===== config.mk =====
export PLATFORM = sky130hd
export DESIGN_NAME = req_pending_latch
export DESIGN_NICKNAME = d
export VERILOG_FILES = /design/src/rtl/req_pending_latch_pkg.sv /design/src/rtl/req_pending_latch_sync_edge.sv /design/src/rtl/req_pending_latch.sv
export SDC_FILE = /design/constraint.sdc
export NUM_CORES = 1
export LEC_CHECK = 0
export CAP_MARGIN = 10
export CORE_ASPECT_RATIO = 1.5
export CORE_MARGIN = 1
export CORE_UTILIZATION = 35
export CTS_BUF_LIST = sky130_fd_sc_hd__clkbuf_16
export DETAILED_ROUTE_END_ITERATION = 10
export PLACE_DENSITY = 0.59
export SETUP_SLACK_MARGIN = 0.4
export SYNTH_ARGS = -nofsm -noshare
export SYNTH_HDL_FRONTEND = slang
export SYNTH_SLANG_ARGS = --single-unit

===== constraint.sdc =====
create_clock -name clk -period 2.07 [get_ports clk]
set_input_delay 0.207 -clock clk [delete_from_list [all_inputs] [get_ports clk]]
set_output_delay 0.207 -clock clk [all_outputs]
set_load 0.03 [all_outputs]

===== src/rtl/req_pending_latch_pkg.sv =====
// Shared constants, FSM state encoding and helpers for the request pending latch.
// Latency: n/a (declarations only).
// Backpressure: n/a.
package req_pending_latch_pkg;

   localparam int N_REQ = 4;
   localparam int IDX_W = 2;

   typedef enum logic [1:0] {
      S_IDLE  = 2'd0,
      S_GRANT = 2'd1,
      S_HOLD  = 2'd2
   } state_t;

   // One-hot mask selecting the pending bit that a grant index refers to.
   function automatic logic [N_REQ-1:0] idx_onehot(input logic [IDX_W-1:0] idx);
      logic [N_REQ-1:0] m;
      m = '0;
      m[idx] = 1'b1;
      return m;
   endfunction

endpackage


===== src/rtl/req_pending_latch_sync_edge.sv =====
// Multi-flop synchronizer plus rising-edge detector for a vector of async request lines.
// Latency: rise_o asserts STAGES clocks after the input edge is first sampled.
// Backpressure: none; one rise pulse per 0->1 level change, held levels pulse once.
//
// Ports:
//   clk     in  1  clock
//   rst     in  1  asynchronous reset, active-high
//   req_i   in  N  raw asynchronous request lines
//   rise_o  out N  single-cycle pulse per synchronized 0->1 transition
module req_pending_latch_sync_edge
   import req_pending_latch_pkg::*;
#(
   parameter int STAGES = 2,
   parameter int N      = N_REQ
) (
   input  logic         clk,
   input  logic         rst,
   input  logic [N-1:0] req_i,
   output logic [N-1:0] rise_o
);

   logic [STAGES-1:0][N-1:0] sync_q;
   logic [N-1:0]             dly_q;
   logic [STAGES:0]          arm_q;

   always_ff @(posedge clk or posedge rst) begin
      if (rst) begin
         sync_q <= '0;
         dly_q  <= '0;
         arm_q  <= '0;
      end else begin
         sync_q[0] <= req_i;
         for (int s = 1; s < STAGES; s++) begin
            sync_q[s] <= sync_q[s-1];
         end
         dly_q <= sync_q[STAGES-1];
         arm_q <= {arm_q[STAGES-1:0], 1'b1};
      end
   end

   // The reset-cleared pipeline would otherwise see a line that was already
   // high through reset as a fresh 0->1. Edges only count once both the last
   // sync stage and the delay flop hold post-reset samples.
   assign rise_o = arm_q[STAGES] ? (sync_q[STAGES-1] & ~dly_q) : '0;

endmodule


===== src/rtl/req_pending_latch.sv =====
// Captures synchronized request edges into sticky pending bits and grants them one at a time.
// Latency: pend sets SYNC_STAGES+1 clocks after a request edge; grant_valid follows pend by 1 clock.
// Backpressure: grant_valid/grant_idx held until grant_ack; new edges keep latching meanwhile.
//
// Ports:
//   clk          in  1       clock
//   rst          in  1       asynchronous reset, active-high
//   req_in       in  4       raw async request lines, bit 3 highest priority
//   pend         out 4       pending bits, drive external priority encoder D3..D0
//   enc_idx      in  2       encoder index {x,y}
//   enc_valid    in  1       encoder any-valid z
//   grant_idx    out 2       index being served, frozen while grant_valid=1
//   grant_valid  out 1       grant offered
//   grant_ack    in  1       grant accepted (ignored while grant_valid=0)
//   drop_cnt     out DROP_W  saturating count of edges landing on an already-pending bit
module req_pending_latch
   import req_pending_latch_pkg::*;
#(
   parameter int SYNC_STAGES    = 2,   // 2..3
   parameter int HOLDOFF_CYCLES = 1,   // 0..15
   parameter int DROP_W         = 8
) (
   input  logic              clk,
   input  logic              rst,
   input  logic [N_REQ-1:0]  req_in,
   output logic [N_REQ-1:0]  pend,
   input  logic [IDX_W-1:0]  enc_idx,
   input  logic              enc_valid,
   output logic [IDX_W-1:0]  grant_idx,
   output logic              grant_valid,
   input  logic              grant_ack,
   output logic [DROP_W-1:0] drop_cnt
);

   localparam int        HOLD_W    = 4;
   localparam logic [HOLD_W-1:0] HOLD_LOAD =
      HOLD_W'((HOLDOFF_CYCLES > 0) ? HOLDOFF_CYCLES - 1 : 0);

   logic [N_REQ-1:0]  rise;
   logic [N_REQ-1:0]  clr;
   logic [N_REQ-1:0]  pend_q,     pend_d;
   logic [DROP_W-1:0] drop_cnt_q, drop_cnt_d;
   logic              drop_hit;
   state_t            state_q;
   logic [IDX_W-1:0]  grant_idx_q;
   logic              grant_valid_q;
   logic [HOLD_W-1:0] hold_cnt_q;

   req_pending_latch_sync_edge #(
      .STAGES (SYNC_STAGES),
      .N      (N_REQ)
   ) u_sync_edge (
      .clk    (clk),
      .rst    (rst),
      .req_i  (req_in),
      .rise_o (rise)
   );

   // Only the ack cycle of an open grant clears anything.
   assign clr = (state_q == S_GRANT && grant_ack) ? idx_onehot(grant_idx_q) : '0;

   // A rise on a bit being cleared this cycle simply re-arms it; only a rise
   // on a bit that stays pending is a lost request.
   always_comb begin
      pend_d     = (pend_q & ~clr) | rise;
      drop_hit   = |(rise & pend_q & ~clr);
      drop_cnt_d = drop_cnt_q;
      if (drop_hit && (drop_cnt_q != '1)) begin
         drop_cnt_d = drop_cnt_q + DROP_W'(1);
      end
   end

   always_ff @(posedge clk or posedge rst) begin
      if (rst) begin
         pend_q     <= '0;
         drop_cnt_q <= '0;
      end else begin
         pend_q     <= pend_d;
         drop_cnt_q <= drop_cnt_d;
      end
   end

   always_ff @(posedge clk or posedge rst) begin
      if (rst) begin
         state_q       <= S_IDLE;
         grant_idx_q   <= '0;
         grant_valid_q <= 1'b0;
         hold_cnt_q    <= '0;
      end else begin
         case (state_q)
            S_IDLE: begin
               if (enc_valid) begin
                  grant_idx_q   <= enc_idx;
                  grant_valid_q <= 1'b1;
                  state_q       <= S_GRANT;
               end
            end
            S_GRANT: begin
               if (grant_ack) begin
                  grant_valid_q <= 1'b0;
                  if (HOLDOFF_CYCLES > 0) begin
                     hold_cnt_q <= HOLD_LOAD;
                     state_q    <= S_HOLD;
                  end else begin
                     state_q <= S_IDLE;
                  end
               end
            end
            S_HOLD: begin
               // Gives the external encoder time to settle on the cleared pend.
               if (hold_cnt_q == '0) begin
                  state_q <= S_IDLE;
               end else begin
                  hold_cnt_q <= hold_cnt_q - HOLD_W'(1);
               end
            end
            default: begin
               grant_valid_q <= 1'b0;
               state_q       <= S_IDLE;
            end
         endcase
      end
   end

   assign pend        = pend_q;
   assign grant_idx   = grant_idx_q;
   assign grant_valid = grant_valid_q;
   assign drop_cnt    = drop_cnt_q;

endmodule

==> results_dict.tcl <==
set metrics [dict create \
    synthDistinctLibCells 41 \
    required_ps 2230 \
    grt_overflow_total 0 \
    setup_violations 0 \
    cts_tree "built" \
    synth_edf_count 0 \
    layout-drive-gt1-share_pct 27.8 \
    ys.flop_type "dfrtp_1" \
    avgSynthCellArea_um2 12.8 \
    clockRootBuffer "clkbuf_16" \
    synth-seq-cells 36 \
    routed_wl_mm 2.96 \
    slowest_delay_ps 550 \
    antenna_cells 0 \
    status "completed" \
    clkTransAtPathRegs_ps 60 \
    ir_worst_vdd_v 0.000994 \
    synth_area_leader_cell "dfrtp_1" \
    cap_violations 0 \
    drtAntennaViolNets 0 \
    slew_viol_final 0 \
    p_leak_nw 0.935 \
    combPwrFrac_pct 38.8 \
    fp.dieH_um 80.3 \
    rsz0062_at_grt "yes" \
    async_reset_ff_share_pct 100 \
    placed_cells_incl_taps 187 \
    crit_type "reg -> reg" \
    drc 0 \
    hold_viol_final 0 \
    cp_cell_sequence "inv_2, or4_4, a32oi_4, o221ai_4, nand4_1, mux2_4" \
    ios 25 \
    initial_core_util_pct 36.4 \
    setup_ws_ps 76.3 \
    area_growth_pct 45.8 \
    gp_congestion 0.829 \
    wl_per_cell_um 14.6 \
    clockBufferDepth 2 \
    via_per_inst 5.02 \
    rows 28 \
    clk_latency_ps 270 \
    synthCells 112 \
    final_nets 169 \
    yosys_warnings 0 \
    synth_area_leaders "dfrtp_1 63%, xnor2_1 3.1%, o21ai_0 2.5%" \
    crit_buf_inv 1 \
    dp_slack_ps -240 \
    antenna_found_initial 0 \
    postCtsHoldBufs 0 \
    period_needed_ps 1990 \
    synth_top_area_share_pct 63.0 \
    placeableCoreArea_um2 3920 \
    post-route-period-util_pct 96.3 \
    grt_pass1_wl_mm 4.75 \
    grt_max_degree 37 \
    layout_commonest_cell "dfrtp_1" \
    cts_made_buffers 5 \
    numPortBuffers 24 \
    most-common-layout-cells "35 x dfrtp_1, 21 x clkdlybuf4s50_1, 14 x buf_4" \
    clock_sinks 36 \
    cp_max_fo 7 \
    grt_pass1_vias 1087 \
    vias 1020 \
    cp-end-kind "flop" \
    grtUsageTotal_pct 15.5 \
    worstSetupStartpointType "flop" \
    die_x_um 54.2 \
    htree_levels 2 \
    netSwitchingFraction_pct 34.2 \
    seq_power_share_pct 34.2 \
    finalNonFillerCells 203 \
    p_int_mw 2.07 \
    path_delay_family "simple AND/OR/NAND/NOR gates" \
    drt-pass1-iter-count 4 \
    p_sw_mw 1.08 \
    synth_nets 124 \
    critical_path_arrival_ps 2150 \
    max_freq_ghz 0.502 \
    seq_area_frac_synth_pct 63.0 \
    slowest_stage "or4_4" \
    syn_area_um2 1430 \
    finalPower_mw 3.14 \
    die_area_um2 4350 \
    timing.setup.tns_ps 0 \
    p_clk_share_pct 27.0 \
    hold_path_class "reg -> reg" \
    hold_ws_ps 346 \
    powerDensity_nw_per_um2 1510 \
    drt_first_iter_violations 12 \
    dp_hpwl_mm 1.93 \
    fin_skew_ps 3.13 \
]
==> logic make-up after synthesis <==
group | Yosys count | synth area share (%)
DFF | 36 | 63.0
and+or+nand+nor | 33 | 14.5
AOI/OAI and AO/OA | 23 | 11.6
buffers and inverters | 8 | 2.63
xor gates and xnor gates | 5 | 3.06
muxes | 4 | 3.06
adders and majority gates | 2 | 1.75
other | 1 | 0.262
==> power by group through the flow <==
stage | clock, mW | sequential, mW | combinational (mW)
2_1_floorplan | 0 | 1.27 | 0.402
3_3_place_gp | 0 | 1.07 | 1.00
3_5_place_dp | 0 | 1.08 | 1.02
4_1_cts | 0.881 | 1.07 | 1.17
5_1_grt | 0.903 | 1.09 | 1.31
6_report | 0.849 | 1.07 | 1.22
==> metrics by stage <==
| step | cell area [µm²] | util (%) |
|---|---|---|
| global route | 2080 | 53.1 |
| global placement | 1770 | 45.2 |
| CTS | 2030 | 51.8 |
| finish | 2080 | 53.1 |
| detailed placement | 1770 | 45.2 |
| floorplan | 1430 | - |
==> routing by layer <==
metal  part of all wire, %  GRT usage, %
met4                   1.6          8.21
met1                    38          15.2
met3                   2.7          3.79
met5                     0             0
met2                    57          28.2
==> cell type report <==
class                   count  area (µm²)
multi-input cells          68         559
inverters                   6        22.5
clock inverters             3        46.3
flip-flops and latches     36         902
fillers                   355        1840
well taps                  45        56.3
clock buffers               5         125
repair buffers             40         372
==> what timing repair did <==
item | CTS | global route
endpoints found under the setup margin | 8 | 13
gates resized for setup | 10 | 8
hold endpoints to repair | 0 | 0
setup buffers | 5 | 3
pin swaps | 4 | 3
==> worst paths after layout <==
kind,start,end,slack (ps),depth (start not counted)
hold reg to reg,u_sync_edge.arm_q[1],u_sync_edge.arm_q[2],350,0
min in group asynchronous,rst,drop_cnt[0],360,3
setup / recovery,grant_idx[1],drop_cnt[5],80,6
hold / removal,u_sync_edge.arm_q[1],u_sync_edge.arm_q[2],350,0
max in group asynchronous,rst,grant_idx[1],1360,3
setup reg to reg,grant_idx[1],drop_cnt[5],80,6
==> Yosys cell counts (all sizes together) (2+ instances only) <==
cell     n
inv      6
nand3    4
ha       2
nand2b   3
nor2b    2
nand4    4
o21ai    8
xnor2    5
nor2     3
a21oi    4
mux2     3
a21o     2
dfrtp   36
and4     2
and3     4
nand2    4
==> sequential cells by signal, summed over array words and instances (netlist names) <==
| name | flops |
|---|---|
| state_q | 2 |
| hold_cnt_q | 4 |
| u_sync_edge.sync_q | 8 |
| u_sync_edge.dly_q | 4 |
| grant_valid | 1 |
| pend | 4 |
| u_sync_edge.arm_q | 3 |
| grant_idx | 2 |
| drop_cnt | 8 |
No activity file was read; power rests on OpenSTA's default activity.
